--- src/rtl/sna_response_tx_vc.sv ---
// AXI4-Lite read/write response to NoC packetizer: captures one response,
// claims a free virtual channel and emits a header/[body]/tail flit sequence.
module sna_response_tx_vc #(
    parameter int DATA_W = 32,
    parameter int FLIT_W = DATA_W + 5,
    parameter int NUM_VC = 8
) (
    input  logic              clock,
    input  logic              reset,
    input  logic [FLIT_W-1:0] header,
    input  logic [FLIT_W-1:0] tail,
    input  logic              rvalid,
    input  logic [DATA_W-1:0] rdata,
    input  logic [1:0]        rresp,
    output logic              rready,
    input  logic              bvalid,
    input  logic [1:0]        bresp,
    output logic              bready,
    input  logic [NUM_VC-1:0] is_allocatable,
    input  logic [NUM_VC-1:0] is_on_off,
    output logic [FLIT_W-1:0] noc_data,
    output logic              is_valid,
    output logic [NUM_VC-1:0] vc_sel,
    output logic              busy
);

    // state | meaning
    // IDLE  | waiting for a read or write response; ready may be granted
    // ALLOC | response captured, searching for a free VC with credit
    // HEAD  | presenting the header flit
    // BODY  | presenting the read-data flit (read packets only)
    // TAIL  | presenting the tail flit carrying the response code
    typedef enum logic [2:0] {IDLE, ALLOC, HEAD, BODY, TAIL} state_t;

    state_t              state;
    logic [DATA_W-1:0]   data_q;
    logic [1:0]          resp_q;
    logic                is_read_q;
    logic                last_b;
    logic                grant_r;
    logic                grant_b;
    logic [NUM_VC-1:0]   cand;
    logic [NUM_VC-1:0]   pick;
    logic                sel_on;
    logic [FLIT_W-1:0]   tail_flit;

    // Round-robin: with both valid, the channel not served last wins.
    always_comb begin
        grant_r = rvalid && (!bvalid || last_b);
        grant_b = bvalid && !grant_r;
        rready  = (state == IDLE) && grant_r && !reset;
        bready  = (state == IDLE) && grant_b && !reset;
    end

    always_comb begin
        cand = is_allocatable & is_on_off;
        pick = '0;
        for (int i = NUM_VC - 1; i >= 0; i--) begin
            if (cand[i]) begin
                pick    = '0;
                pick[i] = 1'b1;
            end
        end
    end

    always_comb begin
        sel_on   = |(is_on_off & vc_sel);
        busy     = (state != IDLE);
        is_valid = ((state == HEAD) || (state == BODY) || (state == TAIL)) && sel_on;
        tail_flit = tail;
        tail_flit[DATA_W+1:DATA_W] = resp_q;
        case (state)
            HEAD:    noc_data = header;
            BODY:    noc_data = FLIT_W'({3'b000, resp_q, data_q});
            TAIL:    noc_data = tail_flit;
            default: noc_data = '0;
        endcase
    end

    always_ff @(posedge clock or posedge reset) begin
        if (reset) begin
            state     <= IDLE;
            data_q    <= '0;
            resp_q    <= '0;
            is_read_q <= 1'b0;
            last_b    <= 1'b1;
            vc_sel    <= '0;
        end else begin
            case (state)
                IDLE: begin
                    if (grant_r) begin
                        data_q    <= rdata;
                        resp_q    <= rresp;
                        is_read_q <= 1'b1;
                        last_b    <= 1'b0;
                        state     <= ALLOC;
                    end else if (grant_b) begin
                        data_q    <= '0;
                        resp_q    <= bresp;
                        is_read_q <= 1'b0;
                        last_b    <= 1'b1;
                        state     <= ALLOC;
                    end
                end
                ALLOC: begin
                    if (|pick) begin
                        vc_sel <= pick;
                        state  <= HEAD;
                    end
                end
                HEAD: begin
                    if (is_valid) state <= is_read_q ? BODY : TAIL;
                end
                BODY: begin
                    if (is_valid) state <= TAIL;
                end
                TAIL: begin
                    if (is_valid) begin
                        vc_sel <= '0;
                        state  <= IDLE;
                    end
                end
                default: state <= IDLE;
            endcase
        end
    end

endmodule

--- config.mk ---
export PLATFORM = sky130hd
export DESIGN_NAME = sna_response_tx_vc
export DESIGN_NICKNAME = d
export VERILOG_FILES = /design/src/rtl/sna_response_tx_vc.sv
export SDC_FILE = /design/constraint.sdc
export NUM_CORES = 1
export LEC_CHECK = 0
export CORE_MARGIN = 5
export CORE_UTILIZATION = 37
export DETAILED_ROUTE_END_ITERATION = 6
export GPL_TIMING_DRIVEN = 0
export HOLD_SLACK_MARGIN = 0.08
export PLACE_DENSITY = 0.8
export SETUP_SLACK_MARGIN = 0.1
export SYNTH_ARGS = -nofsm -noshare
export SYNTH_HDL_FRONTEND = slang
export SYNTH_SLANG_ARGS = --single-unit
--- constraint.sdc ---
create_clock -name clock -period 1.9 [get_ports clock]
set_input_delay 0.38 -clock clock [delete_from_list [all_inputs] [get_ports clock]]
set_output_delay 0.38 -clock clock [all_outputs]
set_load 0.01 [all_outputs]
=== After elaboration in Yosys (flattened, before gate mapping) ===
Cells that the tools add are included.

* Register bits: 47
* Input port bits: 130
* Output and inout bits: 49

* Eq/ne operators: 9
* Multiplexer cells: 28
* Bitwise operators: 2
* Reduce and logical (&&, ||, !) cells: 22

{| class="wikitable"
|+ Operator list
! kind !! count
|-
| $pmux 37 s3 || 1
|-
| $mux 8 || 10
|-
| $mux 32 || 2
|-
| $mux 3 || 7
|-
| $and 8x8->8 || 2
|-
| $pmux 8 s2 || 1
|-
| $reduce_or 8->1 || 2
|-
| $pmux 3 s5 || 1
|-
| $ne 2x2->1 const B || 4
|-
| $logic_and 1x1->1 || 7
|-
| $eq 3x2->1 const B || 2
|-
| $reduce_and 5->1 || 1
|-
| $mux 1 || 4
|-
| $mux 2 || 2
|-
| $reduce_bool 2->1 || 2
|-
| $eq 3x1->1 const B || 1
|-
| $eq 3x3->1 const B || 1
|-
| $logic_not 1->1 || 3
|-
| $logic_not 3->1 || 1
|-
| $logic_or 1x1->1 || 3
|-
| $ne 3x3->1 const B || 1
|-
| $reduce_and 3->1 || 1
|-
| $reduce_bool 3->1 || 1
|-
| $reduce_and 2->1 || 1
|}

=== Depth between registers and ports, before layout ===
Gate-level depths: netlist of the first run.

* Word-level depth: 12
* Gate-level depth with buffers: 7
* Gate-level depth less buffers: 5

=== Worst setup path before layout of the first run ===
Ideal clock, no wire load.

* Path type: register to output
* From: reg state[0]
* To: out noc_data[10]
* Arrival time: 1.316 ns
* Data required time: 1.520 ns
* Slack: 0.204 ns
* Cell stages (with the launch flop): 5
* Path buffers: 2
* Path through: dfrtp_1 buf_6 clkbuf_1 mux2i_1 o21ai_0

* Cells in the longest elaborated chain, start to end: 2

{| class="wikitable"
|+ RTL lines
! element !! line !! text
|-
| from (decl) || 35 || <nowiki>state_t state;</nowiki>
|-
| from (signal assigned) || 112 || <nowiki>if (is_valid) state <= is_read_q ? BODY : TAIL;</nowiki>
|-
| $eq 3x3->1 or $eq 3x2->1 (tied branches) || 72 || <nowiki>case (state)</nowiki>
|-
| $pmux 37 s3 (*) || 72 ||
|-
| to (decl) || 21 || <nowiki>output logic [FLIT_W-1:0] noc_data,</nowiki>
|}

Every way passes the cells marked *; elsewhere a longest branch is shown, timed or not.

=== Final worst setup path of the first run ===
* From: reg state[2]
* To: out noc_data[28]

The elaborated chain is that of the path after synthesis.

==> impl_metrics.toml, run 1 <==
[min_path]
hold_class = "primary input to register"
min_from = "rvalid"
min_to = "last_b"
whs_path_depth = 2

[critical_path]
worstPathRequired_ps = 1520
ff2ff_path_depth = 8
cp_cell_sequence = "buf_6 -> buf_4 -> nand2b_4 -> clkbuf_8 -> o21ai_0 -> buf_2"
r2r_setup_slack_ps = 130
reg2reg_to = "vc_sel[1]"
worstPathArrival_ps = 1680
timing.rr.start = "state[2]"
path_class = "register to primary output"
cp-start-kind = "register"
worst_path_largest_cell_delay_ps = 380
critPathTopFamily = "buffers and inverters"
end_kind = "primary output"
cpMaxStageDelayCell = "dfrtp_1"
critPathBufInv = 4
crit_fanout = 7

[timing]
timing.final.ws_setup_ps = -159
finClkSkew_ps = 3.74
finalCritPeriodShare_pct = 108
setup_viol = 39
timing.setup.tns_ps = -3930
fin_crit_ps = 2060
final_hold_viol_count = 0
max_freq_ghz = 0.486
tightestPinTransition_ps = 548
slew_headroom_pct = 63.4
drv_slew = 0
rsz0062_at_grt = "yes"

[global_routing]
grt_first_pass_wirelength_um = 17100
grt_pass1_vias = 3337
grt_max_degree = 26
antenna_found_initial = 0
grt_overflow = 0
grt_usage_pct = 24.0

[route]
ant_nets = 0
post_drt_wl_per_cell_um = 19.3
drc = 0
viasPerCell = 5.29
vias = 3185
drt_iter0_markers = 117
drt-total-wl_um = 11600
drt_pass1_iterations = 4

[power]
leakagePower_nw = 2.48
combPwrFrac_pct = 64.6
clockPowerShare_pct = 9.9
seq_power_share_pct = 25.4
p_int_w = 0.00390
p_sw_w = 0.00265
ir_worst_vdd_v = 0.000547
p_per_area_nw_per_um2 = 1230
swShare_pct = 40.4

[floorplan]
initial_utilization_pct = 38.1
die_w_um = 96.4
io_pins = 179
num_rows = 31
fp.dieArea_um2 = 9300
die_y_um = 96.4
fp.coreArea_um2 = 7250

[job]
max_cap_violations = 0

[cts]
clkSlewWorstSetupHoldPaths_ps = 80
htreeDepth = 2
clkLatencyLatePin_ps = 290
cts_root_buf = "clkbuf_8"
cts_tree = "done"
ctsHoldBuffers = 0
numCtsBuffers = 5
clk_path_buf_depth = 2
cts.sinks = 47

[outcome]
status = "complete, but fails checks"
violations = "setup timing"

[yosys]
syn_nets = 413
synth_top_area_share_pct = 41.6
synthArstFlopShare_pct = 100
synth-seq-cells = 47
ys.flop_type = "dfrtp_1"
avgSynthCellArea_um2 = 9.77
yosysSeqAreaShare_pct = 42.6
synth.area.top_cells = "dfrtp_1 (42%), mux2i_1 (13%), a22o_1 (10%)"
synth-edff-count = 0
synth_area_um2 = 2760
ys_types = 42
netlist_instances = 283
yosysWarnings = 0
yosys.area.top_type = "dfrtp_1"

[finish]
num_antenna_cells = 0
layout.nets = 632
nFillCells = 506
drive_above_1_share_pct = 34.0
syn_to_final_growth_pct = 93.2
finish.instance_area_um2 = 5340
post-route-util_pct = 73.6

[placement]
routabilityCongestion = 0.836
pre_cts_ws_ps = -755
hpwl_um = 8190
numPortBuffers = 176
placed_area_um2 = 4680
-- cells by family after synthesis --
family                 after synthesis  share of synthesized area [%]
flip-flops                          47                           42.6
multiplexers                        36                           13.2
AND/OR/NAND/NOR                     74                           12.5
buffers and inverters               25                           4.93
AO/OA/AOI/OAI                      101                           26.8
-- per-layer routing --
metal / vias up / global-route usage (%) / routed length (um)
met3: 10 / 5.27 / 801
met4: 0 / 5.26 / 127
met1: 1542 / 29.4 / 4640
met2: 141 / 43.0 / 6070
met5: - / 0 / 0
li1: 1492 / - / -
-- power groups by stage --
stage	clock, W	combinational (W)	sequential, W
3_5_place_dp	0	0.00349	0.00166
6_report	0.000651	0.00423	0.00166
5_1_grt	0.000703	0.00453	0.00171
4_1_cts	0.000663	0.00387	0.00165
3_3_place_gp	0	0.00341	0.00166
2_1_floorplan	0	0.00187	0.00161
-- worst max path at each step --
stage | startpoint | endpoint | slack, ps | cells after the start
final | state[2] | noc_data[28] | -160 | 6
after global routing | state[2] | noc_data[33] | -220 | 8
after CTS | state[2] | noc_data[33] | -160 | 8
after detailed placement | bvalid | bready | -760 | 5
after global placement | bvalid | bready | -710 | 5
after floorplan | state[0] | noc_data[10] | 200 | 4
-- flip-flops by register name, summed over array words and instances (netlist names) --
name       flops
state          3
is_read_q      1
last_b         1
resp_q         2
data_q        32
vc_sel         8
-- layout make-up --
class | instances | area, um^2 | share of cell area (%)
sequential | 47 | 1180 | 22.1
buffer | 19 | 223 | 4.17
multi-input combinational | 211 | 1740 | 32.5
clock buffer | 8 | 100 | 1.87
inverter | 6 | 25.0 | 0.469
timing repair buffer | 212 | 1950 | 36.6
tap | 99 | 124 | 2.32
-- cell usage in the layout (no fill, tap or decap), types with 6 or more instances in the layout --
cell	count
a22o_1	32
buf_2	41
buf_4	28
buf_6	13
clkbuf_8	9
clkdlybuf4s50_1	128
dfrtp_1	45
mux2i_1	33
nand2_1	22
nand2_2	12
nand2_4	12
nor2_1	6
o21ai_0	6
o21ai_1	19
o21ai_2	12
-- metrics by stage --
stage,hold WS (ps),total power (W),std cells
floorplan,450,0.00348,283
global placement,464,0.00506,558
CTS,497,0.00618,593
finish,424,0.00655,602
detailed placement,478,0.00515,559
global route,430,0.00695,602
-- cells in the mapped netlist (2+ instances only) --
cell / number
dfrtp_1: 46
nand2_1: 46
o21ai_0: 37
mux2i_1: 35
a22o_1: 32
nor2_1: 9
a22oi_1: 7
buf_2: 7
clkbuf_1: 6
inv_1: 6
a21oi_1: 5
a32o_1: 4
buf_4: 3
buf_6: 3
nand3_1: 3
o2bb2ai_1: 3
a211oi_1: 2
and2_1: 2
nand2b_1: 2
nand4_1: 2
o21ai_1: 2
-- timing repair --
action                     in CTS  in global routing
resized for setup             290                 49
pin swaps                      32                 13
hold endpoints to repair        0                  0
cloned                          4                  1
buffers inserted               23                  9
setup endpoints to repair      61                 62
(Power assumes the default switching activity.)
==> inputs of run 2 (changes only) <==
--- a/config.mk
+++ b/config.mk
@@ -7,6 +7,7 @@
 export LEC_CHECK = 0
 export CORE_MARGIN = 5
 export CORE_UTILIZATION = 37
+export CTS_CLUSTER_DIAMETER = 30
 export DETAILED_ROUTE_END_ITERATION = 6
 export GPL_TIMING_DRIVEN = 0
 export HOLD_SLACK_MARGIN = 0.08
==> results of run 2 <==
Final layout, timing and power as in run 1 (identical DEF).
